## src/rtl/bullet_pool.sv

```systemverilog
// bullet_pool: fixed pool of player bullets, stepped once per game tick.
// Each tick sweeps one slot per cycle, then tries one spawn.
module bullet_pool #(
  parameter int N_SLOTS  = 8,
  parameter int SPEED    = 4,
  parameter int BW       = 4,
  parameter int BH       = 8,
  parameter int COOLDOWN = 6,
  parameter int CW       = 10
) (
  input  logic          clk,
  input  logic          rst,
  input  logic          tick,
  input  logic          fire,
  input  logic          gameover,
  input  logic [CW-1:0] spawn_x,
  input  logic [CW-1:0] spawn_y,
  input  logic [CW-1:0] tgt_x,
  input  logic [CW-1:0] tgt_y,
  input  logic [CW-1:0] tgt_w,
  input  logic [CW-1:0] tgt_h,
  input  logic [CW-1:0] hc,
  input  logic [CW-1:0] vc,
  output logic          pix_bullet,
  output logic          hit_pulse,
  output logic [3:0]    hit_num,
  output logic [15:0]   hit_total,
  output logic [4:0]    active_cnt,
  output logic          busy,
  output logic          overrun
);
  localparam int IW = (N_SLOTS > 1) ? $clog2(N_SLOTS) : 1;
  localparam int XW = CW + 1;

  typedef enum logic [1:0] {IDLE, SWEEP, SPAWN} state_t;
  state_t state_q, state_d;

  logic [N_SLOTS-1:0] valid_q;
  logic [CW-1:0]      x_q [N_SLOTS];
  logic [CW-1:0]      y_q [N_SLOTS];
  logic [IW-1:0]      idx_q;
  logic [CW-1:0]      tx_q, ty_q, tw_q, th_q;
  logic [7:0]         cd_q;
  logic [4:0]         cnt_q;

  logic          last_slot;
  logic          cur_v, exits, overlap, hit;
  logic [CW-1:0] cur_x, cur_y, new_y;
  logic          free_found, do_spawn, pix_d;
  logic [IW-1:0] free_idx;
  logic [4:0]    pop_d;
  logic [16:0]   sum;

  assign busy      = (state_q != IDLE);
  assign last_slot = (idx_q == IW'(N_SLOTS - 1));

  // state register
  always_ff @(posedge clk or posedge rst) begin
    if (rst) state_q <= IDLE;
    else     state_q <= state_d;
  end

  // next state: one sweep pass, then a single spawn cycle
  always_comb begin
    state_d = state_q;
    case (state_q)
      IDLE:    if (tick) state_d = SWEEP;
      SWEEP:   if (last_slot) state_d = SPAWN;
      SPAWN:   state_d = IDLE;
      default: state_d = IDLE;
    endcase
  end

  // move/retire decision for the slot under the sweep pointer
  always_comb begin
    cur_v   = valid_q[idx_q];
    cur_x   = x_q[idx_q];
    cur_y   = y_q[idx_q];
    exits   = (cur_y < CW'(SPEED));
    new_y   = cur_y - CW'(SPEED);
    overlap = ({1'b0, cur_x} < {1'b0, tx_q} + {1'b0, tw_q})
           && ({1'b0, tx_q} < {1'b0, cur_x} + XW'(BW))
           && ({1'b0, new_y} < {1'b0, ty_q} + {1'b0, th_q})
           && ({1'b0, ty_q} < {1'b0, new_y} + XW'(BH));
    hit     = cur_v && !gameover && !exits
           && (tw_q != '0) && (th_q != '0) && overlap;
  end

  // lowest free slot, live count, spawn gate, saturating total
  always_comb begin
    free_found = 1'b0;
    free_idx   = '0;
    pop_d      = '0;
    for (int i = N_SLOTS - 1; i >= 0; i--) begin
      if (!valid_q[i]) begin
        free_found = 1'b1;
        free_idx   = IW'(i);
      end
      pop_d = pop_d + 5'(valid_q[i]);
    end
    do_spawn = (state_q == SPAWN) && (cd_q == '0)
            && fire && !gameover && free_found;
    sum = {1'b0, hit_total} + 17'(cnt_q);
  end

  // any live bullet covering the current pixel
  always_comb begin
    pix_d = 1'b0;
    for (int i = 0; i < N_SLOTS; i++) begin
      if (valid_q[i]
          && ({1'b0, hc} >= {1'b0, x_q[i]})
          && ({1'b0, hc} <  {1'b0, x_q[i]} + XW'(BW))
          && ({1'b0, vc} >= {1'b0, y_q[i]})
          && ({1'b0, vc} <  {1'b0, y_q[i]} + XW'(BH)))
        pix_d = 1'b1;
    end
  end

  // slot storage, sweep bookkeeping and registered outputs
  always_ff @(posedge clk or posedge rst) begin
    if (rst) begin
      valid_q    <= '0;
      for (int i = 0; i < N_SLOTS; i++) begin
        x_q[i] <= '0;
        y_q[i] <= '0;
      end
      idx_q      <= '0;
      tx_q       <= '0;
      ty_q       <= '0;
      tw_q       <= '0;
      th_q       <= '0;
      cd_q       <= '0;
      cnt_q      <= '0;
      pix_bullet <= 1'b0;
      hit_pulse  <= 1'b0;
      hit_num    <= '0;
      hit_total  <= '0;
      active_cnt <= '0;
      overrun    <= 1'b0;
    end else begin
      hit_pulse  <= 1'b0;
      pix_bullet <= pix_d;
      active_cnt <= pop_d;
      if (tick && state_q != IDLE) overrun <= 1'b1;
      case (state_q)
        IDLE: begin
          if (tick) begin
            tx_q  <= tgt_x;
            ty_q  <= tgt_y;
            tw_q  <= tgt_w;
            th_q  <= tgt_h;
            idx_q <= '0;
            cnt_q <= '0;
          end
        end
        SWEEP: begin
          idx_q <= idx_q + 1'b1;
          if (cur_v) begin
            if (gameover || exits || hit) begin
              valid_q[idx_q] <= 1'b0;
              x_q[idx_q]     <= '0;
              y_q[idx_q]     <= '0;
            end else begin
              y_q[idx_q] <= new_y;
            end
            if (hit) cnt_q <= cnt_q + 5'd1;
          end
        end
        SPAWN: begin
          if (cd_q != '0) cd_q <= cd_q - 8'd1;
          if (do_spawn) begin
            valid_q[free_idx] <= 1'b1;
            x_q[free_idx]     <= spawn_x;
            y_q[free_idx]     <= spawn_y;
            cd_q              <= 8'(COOLDOWN - 1);
          end
          hit_num   <= (cnt_q > 5'd15) ? 4'd15 : cnt_q[3:0];
          hit_pulse <= (cnt_q != '0);
          hit_total <= sum[16] ? 16'hFFFF : sum[15:0];
        end
        default: ;
      endcase
    end
  end
endmodule
```

## config.mk

```make
export PLATFORM = sky130hd
export DESIGN_NAME = bullet_pool
export DESIGN_NICKNAME = d
export VERILOG_FILES = /design/src/rtl/bullet_pool.sv
export SDC_FILE = /design/constraint.sdc
export NUM_CORES = 1
export LEC_CHECK = 0
export ABC_AREA = 1
export CAP_MARGIN = 20
export CORE_ASPECT_RATIO = 0.9
export CORE_MARGIN = 2
export CORE_UTILIZATION = 51
export CTS_CLUSTER_SIZE = 24
export DETAILED_ROUTE_END_ITERATION = 6
export GPL_TIMING_DRIVEN = 0
export HOLD_SLACK_MARGIN = 0.03
export PLACE_DENSITY = 0.75
export SETUP_SLACK_MARGIN = 0.3
export SYNTH_ARGS = -nofsm -noshare
export SYNTH_HDL_FRONTEND = slang
export SYNTH_SLANG_ARGS = --single-unit
```

## constraint.sdc

```tcl
create_clock -name clk -period 12.5 [get_ports clk]
set_input_delay 2.5 -clock clk [delete_from_list [all_inputs] [get_ports clk]]
set_output_delay 2.5 -clock clk [all_outputs]
set_load 0.02 [all_outputs]
```

# After elaboration in Yosys (flattened, before gate mapping)
# Index checks and enable logic that the tools add are counted.
# classes
n_addsub	32
n_lt_le_gt_ge	46
eq_ne	9
n_mux	69
bitwise	8
n_reduce_logical	70
# ops
cell	count
$mux W80	6
$pmux W80 S2	2
$bwmux W80	3
$lt A10 B11 Y1	20
$and A80 B80 Y80	2
$ge A10 B10 Y1	16
$add A10 B3 Y11 const B	9
$add A10 B4 Y11 const B	9
$not A80 Y80	1
$bmux W10 S3	2
$demux W10 S3	2
$mux W10	6
$logic_and A1 B1 Y1	49
$mux W8	5
$mux W3	9
$add A10 B10 Y11	2
$mux W1	20
$reduce_bool A10 Y1	2
$add A16 B5 Y17	1
$mux W16	1
$pmux W8 S2	1
$add A5 B1 Y5	3
$mux W5	3
$ne A2 B2 Y1 const B	6
other kinds (38)	54
# totals
register_bits	254
inputBits	85
out_inout_bits	29

# Longest topological paths before layout
# depth
ltp_word	16
depth_mapped	39
mapped_depth_nobuf	34

# Least setup slack after synthesis
# No wires, ideal clock.
# synth_timing
path_kind	input to register
startpoint	input port vc[3]
endpoint	register pix_bullet
setup_time_ns	0.119
arrival_ns	4.022
required_ns	12.381
slack_ns	8.360
cell_stages	11
path_buffers	0
path_cell_list	ha_1 or3b_2 nor2_1 o211ai_1 a21boi_0 o32ai_1 and3_1 nand2_1 nand3_1 nor2_1 nand2_1
# synth_between
elab_chain_cells	11
# synth_lines
item	line_no	text
start: declaration	23	input logic [CW-1:0] vc,
$ge A10 B10 Y1	113	&& ({1'b0, vc} >= {1'b0, y_q[i]})
$logic_and A1 B1 Y1	113	
$logic_and A1 B1 Y1	114	&& ({1'b0, vc} < {1'b0, y_q[i]} + XW'(BH)))
$mux W1 (7 in series)	110	if (valid_q[i]
$mux W1 (*)	110	
net pix_d	49	logic free_found, do_spawn, pix_d;
end signal: assignment	142	pix_bullet <= pix_d;
end: declaration	24	output logic pix_bullet,
# The timed path passes the listed nets; every way through them passes the cells marked *.
# A chain may end at the register's enable or synchronous reset.

# Worst setup path after layout
# layout_timing
startpoint	input port hc[6]
endpoint	register pix_bullet
# layout_between
elab_chain_cells	13
# layout_lines
item	line_no	text
start: declaration	22	input logic [CW-1:0] hc,
$ge A10 B10 Y1	111	&& ({1'b0, hc} >= {1'b0, x_q[i]})
$logic_and A1 B1 Y1	111	
$logic_and A1 B1 Y1	112	&& ({1'b0, hc} < {1'b0, x_q[i]} + XW'(BW))
$logic_and A1 B1 Y1	113	
$logic_and A1 B1 Y1	114	
$mux W1 (7 in series)	110	
$mux W1 (*)	110	
net pix_d	49	
# Marked as above.

==> impl_metrics.yaml <==
timing:
  hold_violations: 0
  setup_repair_after_global_routing_missed_its_margin: "false"
  achievable-frequency_mhz: 167
  worst_slew_pin_slew_ns: 1.18
  worst_slew_margin_rel: 0.213
  finalSetupViolCount: 0
  worst_clock_skew_ns: 0.0169
  period_needed_ns: 5.99
  post-route-period-util: 0.479
  report.final.slew_viol_count: 0
  finalWorstSetupSlack_ns: 6.51
  totalNegativeSetupSlack_ns: 0
  fin_hold_ws_ns: 0.486
detailed_routing:
  drt_pass1_iterations: 7
  detail_route.vias_per_cell: 5.89
  dr_total_vias: 27200
  detail-route-antenna-nets: 0
  post-route-drc-count: 0
  routedWlPerCell_um: 20.2
  drt-initial-drc-count: 3111
  wirelength_um: 93200
placed_design:
  post-dp-hpwl_um: 71100
  placed_cell_count: 4564
  port_buffers: 112
  finalWeightedCongestion: 1.03
  pre_cts_ws_ns: 6.02
  dpl_cell_area_um2: 28100
finish:
  multi_input_comb_area_um2: 17300
  antenna_cells: 0
  layout.cell_area.non_filler_um2: 29300
  ff_latch_area_um2: 6330
  instances_no_fill: 4623
  net_count_final: 4379
  synth_to_layout_area_growth_pct: 13.1
  num-fill-cells: 4786
  final_layout_size_suffix_gt1_frac: 0.0487
  utilization: 0.582
synthesis:
  synth-adder-area-share: 0.184
  postSynthRegisterBits: 253
  synth.mux.area_fraction: 0
  postSynthNetCount: 4219
  yosysWarnings: 0
  synth-xor-area-share: 0.0406
  syn_inst: 3758
  synth-compound-area-share: 0.142
  synth-seq-area-share: 0.245
  syn_area_per_cell_um2: 6.89
  synth_cell_type_count: 55
  synth_top_family_by_area: "simple AND/OR/NAND/NOR gates"
  yosys.area_share.simple: 0.304
  synth_area_um2: 25900
power:
  total_power_mw: 4.52
  p_per_area_nw_per_um2: 155
  ir_worst_vdd_v: 0.000180
  power.leakage_nw: 14.6
die:
  core.rowCount: 78
  io_pins: 114
  die-area_um2: 52600
  die_h_um: 218
  initial_utilization: 0.515
  fp.dieW_um: 241
  core_area_um2: 50300
setup_path:
  crit_type: "primary input to flop"
  cpPeakStageDelay_ns: 1.03
  critPathTopFamily: "compound AO/OA/AOI/OAI gates"
  worstPathBufferInverterCount: 1
  critPathMaxFanout: 16
  slowest_stage: "clkdlybuf4s50_1"
  crit_chain: "clkdlybuf4s50_1 > ha_1 > a21oi_1 > o21ai_0 > o211ai_1 > nand2_1 > a21oi_1 > nor2_1 > nor3_1 > o211ai_1 > o21ai_0 > nor2_1 > nand2_1"
  cp_data_arrival_time_ns: 6.52
  worst_ep_required_time_ns: 13.03
  critical_path.startpoint_type: "primary input"
  critical_path.endpoint_type: "flop"
clock_tree:
  clock_latency_ns: 0.61
  post-cts-setup-buffer-count: 0
  cts_num_sinks: 253
  tritoncts.num_buffers: 31
  htree_num_levels: 1
  clock-root-buffer: "clkbuf_16"
  cts_max_path_buffers: 3
  hold_fix_buffers_at_cts: 0
  cts_tree: "yes"
  worst_setup_hold_path_clk_slew_ns: 0.06
  cts_resized: 0
worst_hold_path:
  worst_hold_path_type: "flop to flop"
status:
  run_status: "complete, no violations"
global_route:
  grt_pass1_vias: 25100
  largest_net_degree_at_the_start_of_global_routing: 114
  grt_first_pass_wirelength_um: 143000
  grt-ovfl-total: 0
  gr-usage-all-layers: 0.355
  antenna_found_initial: 0
job:
  maxCapViolCount: 0
final cells by class:
type | count | share of cell area
multi-input cells | 2974 | 0.592
inverters | 373 | 0.0481
plain buffers | 158 | 0.0279
clock buffers | 43 | 0.0311
well taps | 680 | 0.0291
clock inverters | 15 | 0.00761
repair buffers | 127 | 0.0478
flip-flops and latches | 253 | 0.216
cell usage in the layout (no fill, tap or decap), types with 14 or more instances in the layout:
cell type / instances
dfrtp_1: 253
clkbuf_16: 31
buf_2: 48
xnor2_1: 28
nor3_1: 72
nand4_1: 24
buf_6: 20
clkdlybuf4s50_1: 112
nor2_1: 168
ha_1: 369
o21ai_1: 42
clkbuf_1: 75
nor4_1: 14
xor2_1: 92
o21bai_1: 21
o2111ai_1: 15
nand2_1: 1211
nand3_1: 342
a21oi_1: 230
o21ai_0: 113
o211ai_1: 23
o22ai_1: 15
o32ai_1: 82
inv_1: 353
tightest hold or removal path, delay by kind of cell (launching register included):
kind	cells	cell delay, ns
AOI/OAI and AO/OA	1	0.05
DFF	1	0.35
and+or+nand+nor	1	0.05
sequential cells by signal, summed over array words and instances, names as in the netlist, 5 cells and up:
register	flops
cd_q	8
cnt_q	5
hit_total	16
th_q	10
tw_q	10
tx_q	10
ty_q	10
valid_q	8
x_q	80
y_q	80
worst paths after layout:
| kind | startpoint | end | slack (ns) | cells past startpoint |
|---|---|---|---|---|
| worst min-delay path | cd_q[1] | cd_q[1] | 0.49 | 2 |
| min in group asynchronous | rst | hit_total[12] | 2.31 | 2 |
| worst min register to register | cd_q[1] | cd_q[1] | 0.49 | 2 |
| worst max-delay path | hc[6] | pix_bullet | 6.51 | 13 |
| max in group asynchronous | rst | pix_bullet | 8.78 | 4 |
| worst max register to register | idx_q[0] | y_q[65] | 6.66 | 36 |
report_power, final:
part           internal (mW)  switching (mW)
registers              0.909          0.0880
clock network          0.611           0.399
logic                  0.894            1.62
cell usage after synthesis, drive strengths merged:
cell,count,area (um2)
a22oi,1,7.51
a21o,4,30.0
xnor2,28,245
o211ai,23,173
a211oi,2,15.0
clkinv,7,26.3
a21oi,231,1170
and2,1,6.26
or3b,2,17.5
nor2,174,673
conb,1,3.75
buf,85,542
a41oi,2,17.5
and3,3,18.8
o31ai,7,52.6
o32a,2,20.0
or4,7,52.6
nor4,14,87.6
a21boi,12,90.1
a31oi,9,56.3
o21a,12,90.1
nand4,24,150
nor3,72,360
or2,6,37.5
nand3,347,1790
o2111ai,15,131
fa,7,140
o21bai,21,158
nand3b,1,7.51
a221oi,3,26.3
inv,366,1370
clkbuf,73,275
o22ai,15,93.8
ha,369,4620
o221ai,5,43.8
o32ai,82,718
nand2,1225,4660
o21ai,155,776
dfrtp,253,6330
xor2,92,806
routing by layer:
layer  share of wire  wire length, um  vias up  GRT usage
met4           0.057             5330        0      0.174
met2            0.41            37900     1467      0.514
met1            0.43            39800    12500      0.504
met5               0                0        -          0
met3            0.11            10200      335     0.0675
li1                -                -    12900          -
cell families after synthesis:
logic type | Yosys count
xor+xnor | 120
flops | 253
fa+ha+maj | 376
compound gates | 601
buf+inv | 531
simple gates | 1876
other cells | 1
Note: power is estimated with default switching activity, not from simulation.
